==> src/rtl/urv_divide_iter.sv <==
// Iterative 32-bit RISC-V DIV/DIVU/REM/REMU unit: one restoring step per cycle.
// Divide-by-zero and signed overflow can optionally bypass the iteration.
module urv_divide_iter #(
    parameter bit g_early_exit = 1'b1
) (
    input  logic        clk_i,
    input  logic        rst_n_i,
    input  logic        x_stall_i,
    input  logic        x_kill_i,
    input  logic        start_i,
    input  logic [31:0] d_rs1_i,
    input  logic [31:0] d_rs2_i,
    input  logic [2:0]  d_fun_i,
    output logic        busy_o,
    output logic        done_o,
    output logic [31:0] w_rd_o
);

    localparam int unsigned W  = 32;
    localparam int unsigned CW = 5;

    typedef enum logic [2:0] {
        S_IDLE,
        S_PREP,
        S_DIV,
        S_FIX,
        S_DONE
    } state_t;

    state_t         r_state;
    state_t         w_next;
    logic           r_busy;
    logic           r_done;
    logic           w_busy_nxt;
    logic           w_done_nxt;

    logic [W-1:0]   r_a;
    logic [W-1:0]   r_b;
    logic [2:0]     r_fun;
    logic [W-1:0]   r_q;
    logic [W-1:0]   r_d;
    logic [W-1:0]   r_rem;
    logic [CW-1:0]  r_cnt;
    logic           r_qsign;
    logic           r_rsign;
    logic [W-1:0]   r_rd;

    logic           w_accept;
    logic           w_signed;
    logic           w_is_rem;
    logic           w_valid_op;
    logic           w_div0;
    logic           w_ovf;
    logic           w_special;
    logic           w_early;
    logic [W-1:0]   w_special_res;
    logic [W-1:0]   w_fix_res;
    logic [W:0]     w_shift;
    logic [W+1:0]   w_sub;
    logic           w_borrow;

    assign w_accept   = ((r_state == S_IDLE) || (r_state == S_DONE)) &&
                        start_i && !x_stall_i && !x_kill_i;
    assign w_signed   = !r_fun[0];
    assign w_is_rem   = r_fun[1];
    assign w_valid_op = r_fun[2];

    // r_a / r_b keep the raw operands for the whole operation, so the
    // corner-case flags stay valid from PREP through FIX.
    assign w_div0    = (r_b == '0);
    assign w_ovf     = w_signed && (r_a == 32'h8000_0000) && (r_b == 32'hFFFF_FFFF);
    assign w_special = w_valid_op && (w_div0 || w_ovf);
    assign w_early   = g_early_exit && w_special;

    always_comb begin
        w_special_res = '0;
        if (w_div0) begin
            w_special_res = w_is_rem ? r_a : '1;
        end else begin
            w_special_res = w_is_rem ? '0 : 32'h8000_0000;
        end
    end

    always_comb begin
        w_fix_res = '0;
        if (!w_valid_op) begin
            w_fix_res = '0;
        end else if (w_special) begin
            w_fix_res = w_special_res;
        end else if (w_is_rem) begin
            w_fix_res = r_rsign ? W'(-r_rem) : r_rem;
        end else begin
            w_fix_res = r_qsign ? W'(-r_q) : r_q;
        end
    end

    // Restoring step: shift next dividend bit into the partial remainder.
    assign w_shift  = {r_rem, r_q[W-1]};
    assign w_sub    = {1'b0, w_shift} - {2'b00, r_d};
    assign w_borrow = w_sub[W+1];

    always_ff @(posedge clk_i or negedge rst_n_i) begin
        if (!rst_n_i) begin
            r_state <= S_IDLE;
            r_busy  <= 1'b0;
            r_done  <= 1'b0;
        end else begin
            r_state <= w_next;
            r_busy  <= w_busy_nxt;
            r_done  <= w_done_nxt;
        end
    end

    always_comb begin
        w_next = r_state;
        if (x_kill_i) begin
            w_next = S_IDLE;
        end else if (!x_stall_i) begin
            case (r_state)
                S_IDLE:  if (start_i) w_next = S_PREP;
                S_PREP:  w_next = w_early ? S_DONE : S_DIV;
                S_DIV:   if (r_cnt == '0) w_next = S_FIX;
                S_FIX:   w_next = S_DONE;
                S_DONE:  w_next = start_i ? S_PREP : S_IDLE;
                default: w_next = S_IDLE;
            endcase
        end
    end

    always_comb begin
        w_busy_nxt = 1'b0;
        w_done_nxt = 1'b0;
        case (w_next)
            S_PREP, S_DIV, S_FIX: w_busy_nxt = 1'b1;
            S_DONE:               w_done_nxt = 1'b1;
            default:              ;
        endcase
    end

    // Datapath is frozen by stall and by kill (kill leaves w_rd_o untouched).
    always_ff @(posedge clk_i or negedge rst_n_i) begin
        if (!rst_n_i) begin
            r_a     <= '0;
            r_b     <= '0;
            r_fun   <= '0;
            r_q     <= '0;
            r_d     <= '0;
            r_rem   <= '0;
            r_cnt   <= '0;
            r_qsign <= 1'b0;
            r_rsign <= 1'b0;
            r_rd    <= '0;
        end else if (!x_kill_i && !x_stall_i) begin
            if (w_accept) begin
                r_a   <= d_rs1_i;
                r_b   <= d_rs2_i;
                r_fun <= d_fun_i;
            end
            case (r_state)
                S_PREP: begin
                    r_q     <= (w_signed && r_a[W-1]) ? W'(-r_a) : r_a;
                    r_d     <= (w_signed && r_b[W-1]) ? W'(-r_b) : r_b;
                    r_rem   <= '0;
                    r_cnt   <= CW'(W - 1);
                    r_qsign <= w_signed && (r_a[W-1] ^ r_b[W-1]);
                    r_rsign <= w_signed && r_a[W-1];
                    if (w_early) begin
                        r_rd <= w_special_res;
                    end
                end
                S_DIV: begin
                    r_q   <= {r_q[W-2:0], !w_borrow};
                    r_rem <= w_borrow ? w_shift[W-1:0] : w_sub[W-1:0];
                    if (r_cnt != '0) begin
                        r_cnt <= r_cnt - CW'(1);
                    end
                end
                S_FIX: begin
                    r_rd <= w_fix_res;
                end
                default: ;
            endcase
        end
    end

    assign busy_o = r_busy;
    assign done_o = r_done;
    assign w_rd_o = r_rd;

endmodule

==> config.mk <==
export PLATFORM = sky130hd
export DESIGN_NAME = urv_divide_iter
export DESIGN_NICKNAME = d
export VERILOG_FILES = /design/src/rtl/urv_divide_iter.sv
export SDC_FILE = /design/constraint.sdc
export NUM_CORES = 1
export LEC_CHECK = 0
export ABC_CLOCK_PERIOD_IN_PS = 3900
export CAP_MARGIN = 15
export CELL_PAD_IN_SITES_DETAIL_PLACEMENT = 2
export CELL_PAD_IN_SITES_GLOBAL_PLACEMENT = 2
export CORE_UTILIZATION = 38
export CTS_BUF_LIST = sky130_fd_sc_hd__clkbuf_8
export CTS_CLUSTER_SIZE = 16
export DETAILED_ROUTE_END_ITERATION = 16
export PLACE_DENSITY = 0.88
export SYNTH_ARGS = -nofsm -noshare
export SYNTH_HDL_FRONTEND = slang
export SYNTH_SLANG_ARGS = --single-unit
==> constraint.sdc <==
create_clock -name clk_i -period 3.9 [get_ports clk_i]
set_clock_uncertainty 0.1 [all_clocks]
set_input_delay 0.39 -clock clk_i [delete_from_list [all_inputs] [get_ports clk_i]]
set_output_delay 0.39 -clock clk_i [all_outputs]
set_load 0.1 [all_outputs]
# Word level (Yosys, flattened, before mapping)
# Cells that the tools add are included.
[totals]
output_inout_bits = 34
in_bits = 72
word_cells = 86
reg_bits = 207
[classes]
eq_ne = 12
bitwise = 1
mux = 26
add_sub_neg = 6
n_reduce_logical = 28
[ops]
columns = ["cell", "n"]
rows = [
  ["32-bit 2-to-1 mux", 12],
  ["32-bit case mux with 2 select lines", 3],
  ["32-bit negation", 4],
  ["32-bit == test, second input constant", 2],
  ["33-bit by 32-bit subtractor with 34-bit output", 1],
  ["32-bit logical NOT", 1],
  ["3-bit 2-to-1 mux", 5],
  ["3-bit case mux with 5 select lines", 1],
  ["3-bit by 2-bit == test with 1-bit output, second input constant", 4],
  ["1-bit logical AND", 10],
  ["5-bit case mux with 2 select lines", 1],
  ["3-bit by 1-bit == test with 1-bit output, second input constant", 2],
  ["3-bit == test, second input constant", 2],
  ["2-bit AND reduction", 3],
  ["3-bit AND reduction", 2],
  ["5-bit logical NOT", 1],
  ["5-bit 2-to-1 mux", 1],
  ["5-bit nonzero test", 1],
  ["5-bit by 1-bit subtractor with 5-bit output, second input constant", 1],
  ["1-bit logical NOT", 4],
  ["2-bit != test, second input constant", 2],
  ["2-bit nonzero test", 2],
  ["3-bit logical NOT", 1],
  ["1-bit 2-to-1 mux", 3],
  ["3 further kinds", 4],
]

# Logic depth before layout (Yosys ltp)
[logic_depth]
ltp_word = 12
depth_mapped = 12
mapped_depth_nobuf = 12

# Worst setup path before layout
# Ideal clock, no wire load.
[synth_timing]
path_kind = "reg2reg"
startpoint = "register r_q[31]"
endpoint = "register r_rem[24]"
synth_period_minus_slack_ns = 2.893
path_stages_with_launch = 13
path_buffers = 0
t_arrival_ns = 2.710
setup_ns = 0.083
path_slack_ns = 1.007
required_time_ns = 3.717
path_cell_list = "dfrtp_1 -> inv_1 -> ha_1 -> inv_1 -> fa_1 -> a211oi_1 -> o211ai_1 -> a31o_2 -> a41o_1 -> o311ai_0 -> a21oi_1 -> xnor2_1 -> o21ai_0"
[synth_between]
elab_chain_cells = 3
[synth_lines]
columns = ["item", "line", "text"]
rows = [
  ["from (decl)", "40", "logic [W-1:0] r_q;"],
  ["from (signal assigned)", "161", "r_q <= (w_signed && r_a[W-1]) ? W'(-r_a) : r_a;"],
  ["from (signal assigned)", "172", "r_q <= {r_q[W-2:0], !w_borrow};"],
  ["33-bit by 32-bit subtractor with 34-bit output", "99", "assign w_sub = {1'b0, w_shift} - {2'b00, r_d};"],
  ["32-bit 2-to-1 mux", "173", "r_rem <= w_borrow ? w_shift[W-1:0] : w_sub[W-1:0];"],
  ["32-bit case mux with 2 select lines", "159", "case (r_state)"],
  ["to (signal assigned)", "173", ""],
  ["to (decl)", "42", "logic [W-1:0] r_rem;"],
]
# No other way between the ends.
# A chain may end at the register's enable or synchronous reset.

# Final worst setup path
[layout_timing]
startpoint = "register r_a[24]"
endpoint = "register r_rd[17] (netlist: w_rd_o[17])"
[layout_between]
elab_chain_cells = 8
elab_cells_between_ends = 10
cone_classes = "eq/ne: 2; mux: 3; reduce/logical: 5"
[layout_lines]
columns = ["item", "line", "text"]
rows = [
  ["from (decl)", "37", "logic [W-1:0] r_a;"],
  ["from (signal assigned)", "155", "r_a <= d_rs1_i;"],
  ["32-bit == test (*)", "71", "assign w_ovf = w_signed && (r_a == 32'h8000_0000) && (r_b == 32'hFFFF_FFFF);"],
  ["1-bit logical AND (*) (2 in series)", "71", ""],
  ["1-bit logical OR (*)", "72", "assign w_special = w_valid_op && (w_div0 || w_ovf);"],
  ["1-bit logical AND (*)", "72", ""],
  ["32-bit 2-to-1 mux", "88", "end else if (w_special) begin"],
  ["32-bit 2-to-1 mux", "86", "if (!w_valid_op) begin"],
  ["32-bit case mux with 2 select lines", "159", ""],
  ["to (signal assigned)", "168", "r_rd <= w_special_res;"],
  ["to (signal assigned)", "179", "r_rd <= w_fix_res;"],
  ["to (decl)", "46", "logic [W-1:0] r_rd;"],
]
# Every way passes the cells marked *; elsewhere a longest branch is shown, timed or not.

==> flow_summary.toml <==
[run_status]
status = "completed"

[power_and_ir_drop]
power.leakage_nw = 6.899
peakVddDrop_mv = 0.2835
fin_total_pwr_mw = 11.05
p_per_area_nw_per_um2 = 682.8

[synthesis]
synth_top_family_by_area = "compound AO/OA/AOI/OAI gates"
syn_area_per_cell_um2 = 8.789
synth_flop_cell = "dfrtp_1"
synth_top_area_share = 0.3764
synth_mux_area_frac = 0.07527
async_flop_share = 1.000
synth_area_leaders = "dfrtp_1 (38%), mux2_2 (6.7%), o21ai_0 (5.6%)"
synth-compound-area-share = 0.2091
ys_warn_count = 0
synth_xor_area_frac = 0.08782
synth-edff-count = 0
synth-seq-area-share = 0.3764
yosys.area.top_type = "dfrtp_1"
yosysUniqueCellTypes = 76
synth_nets = 1678
yosysMostFrequentCell = "dfrtp_1"
syn_inst = 1566
ys_ff_latch = 207
synth_commonest_cells = "dfrtp_1 (207), nand2_1 (174), o21ai_0 (155)"
synth-simple-area-share = 0.1700
synth_adder_area_share = 0.03691
syn_area_um2 = 13760

[global_route]
grt_pass1_vias = 15260
antenna_found_initial = 4
grt_remaining_overflow = 0
grt_pass1_wl_mm = 94.30
grt_usage = 0.3346
grt_max_degree = 75

[layout]
area_growth_pct = 17.54
final_nets = 1768
nFillCells = 3848
n_antenna_cell = 0
drive_above_1_share = 0.1228
final_cells = 2146

[clock_tree]
postCtsSetupRepairBufs = 0
cts_max_path_buffers = 3
cts.clk_slew.worst_paths_ns = 0.07
htree_levels = 2
cts.sinks = 207
cts_tree = "done"
numCtsBuffers = 41
cts-root-buf = "clkbuf_8"
clk_latency_ns = 0.59

[floorplan]
die_w_um = 192.3
dieArea_um2 = 36980
chipHeight_um = 192.3
core_area_um2 = 35570
initial_core_util = 0.3869
io_pins = 106
placementRows = 69

[route]
via_per_inst = 6.386
wl_per_cell_um = 28.41
dr.pass1.iters = 5
route.detailed.drc = 0
drtIter0Drc = 1047
via_count = 13700
wl_mm = 60.98
detail-route-antenna-nets = 0

[placement]
dpl.cell_count = 2073
hpwl_mm = 38.82
io_buffers = 105
gp_congestion = 0.8684

[timing]
max_slew_margin = 0.3292
setup_violations = 0
tightest_slew_ns = 0.9923
fin_crit_ns = 3.826
setup-tns-final_ns = 0
finalCritPeriodShare = 0.9810
worst_hold_slack_ns = 0.3190
grt_setup_unrepaired = "no"
maxSlewViolCount = 0
hold_viol = 0
max_freq_mhz = 261.4

[setup_path]
worstPathMaxFanout = 22
cp.required_ns = 4.31
arrival_ns = 4.24
setup.worst_path.class = "register to register"
setup.worst_path.start_class = "register"
critPathCaptureType = "register"

[min_path]
hp-class = "input port to asynchronous set/reset pin"

[flow_run]
cap_violations = 0
-- metal layers --
layer / track usage / vias up / wire (µm)
li1: - / 5810 / -
met2: 0.5808 / 586 / 30430
met3: 0.05237 / 229 / 3122
met1: 0.3985 / 7075 / 24190
met4: 0.1714 / 4 / 3204
met5: 0 / - / 28
-- logic make-up (layout without fill, tap and decap cells) --
| kind of cell | Yosys count | in the layout |
|---|---|---|
| flops | 207 | 207 |
| buf+inv | 155 | 274 |
| simple gates | 481 | 481 |
| compound gates | 452 | 452 |
| fa+ha+maj | 40 | 40 |
| xor+xnor | 138 | 138 |
| mux | 93 | 93 |
-- flip-flops by register name (all words and copies together) (netlist names) --
| name | count |
|---|---|
| r_d | 32 |
| r_rsign | 1 |
| r_qsign | 1 |
| r_b | 32 |
| r_cnt | 5 |
| done_o | 1 |
| r_fun | 3 |
| busy_o | 1 |
| r_a | 32 |
| r_state | 3 |
| w_rd_o | 32 |
| r_q | 32 |
| r_rem | 32 |
-- area by class of cell --
cell class | instances | area [µm²] | area share
multi-input combinational | 1204 | 8013 | 0.4953
clock buffer | 51 | 701.9 | 0.04339
tap | 461 | 576.8 | 0.03566
clock inverter | 21 | 115.1 | 0.007116
sequential | 207 | 5181 | 0.3203
inverter | 59 | 221.5 | 0.01369
timing repair buffer | 143 | 1368 | 0.08454
-- timing repair --
item,in CTS,in global routing
hold buffers,1,0
endpoints found under the setup margin,0,20
gates resized for setup,0,1
endpoints found under the hold margin,72,0
-- cell usage in the layout (no fill, tap or decap), types with 11 or more instances in the layout --
cell type / instances
a32o_1: 13
a21o_1: 17
or3_1: 14
dfrtp_1: 206
nor2b_1: 20
and3_1: 11
nor4_1: 16
xnor2_1: 74
mux2_2: 82
nor3_1: 23
nor2_1: 100
o31ai_1: 23
nand2b_1: 11
o21ai_1: 13
ha_1: 39
o21ai_0: 155
nand2_1: 174
o41ai_1: 11
nand4_1: 15
clkdlybuf4s50_1: 104
nand3_1: 45
a22o_1: 17
buf_4: 35
a211oi_1: 11
xor2_1: 64
inv_1: 75
clkbuf_8: 52
a21oi_1: 93
o211ai_1: 18
or4_1: 12
-- through the flow --
stage | util | worst slack [ns] | instance area, µm²
finish | 0.4548 | 0.07391 | 16180
detailed placement | 0.4314 | 0.3365 | 15340
CTS | 0.4547 | 0.1584 | 16170
floorplan | - | 1.007 | 13760
global route | 0.4548 | 0.06832 | 16180
global placement | 0.4314 | 0.5564 | 15340
-- power by group --
part / internal [mW] / total [mW] / leakage, nW / switching [mW]
Sequential: 2.69 / 3.65 / 2.64 / 0.964
Combinational: 1.93 / 5.05 / 3.79 / 3.12
Clock: 1.24 / 2.35 / 0.474 / 1.11
-- critical path, cell delays in order (launching register included) --
cell     delay, ns
dfrtp_1       0.46
or4_1         0.61
nor4b_1       0.85
nand4_1       0.34
o32ai_2       0.30
and2_1        0.26
nor2_1        0.09
nor3_4        0.18
buf_4         0.31
a32o_1        0.26
-- worst paths after layout --
kind	start	to	slack [ns]	cells past startpoint
min reg2reg	r_d[16]	r_d[16]	0.41	2
max in group asynchronous	rst_n_i	w_rd_o[30]	2.48	3
min	rst_n_i	r_q[8]	0.32	2
max	r_a[24]	w_rd_o[17]	0.07	9
min in group clk_i	d_rs1_i[17]	r_a[17]	0.33	2
max reg2reg	r_a[24]	w_rd_o[17]	0.07	9
Note: power is estimated with default switching activity, not from simulation.
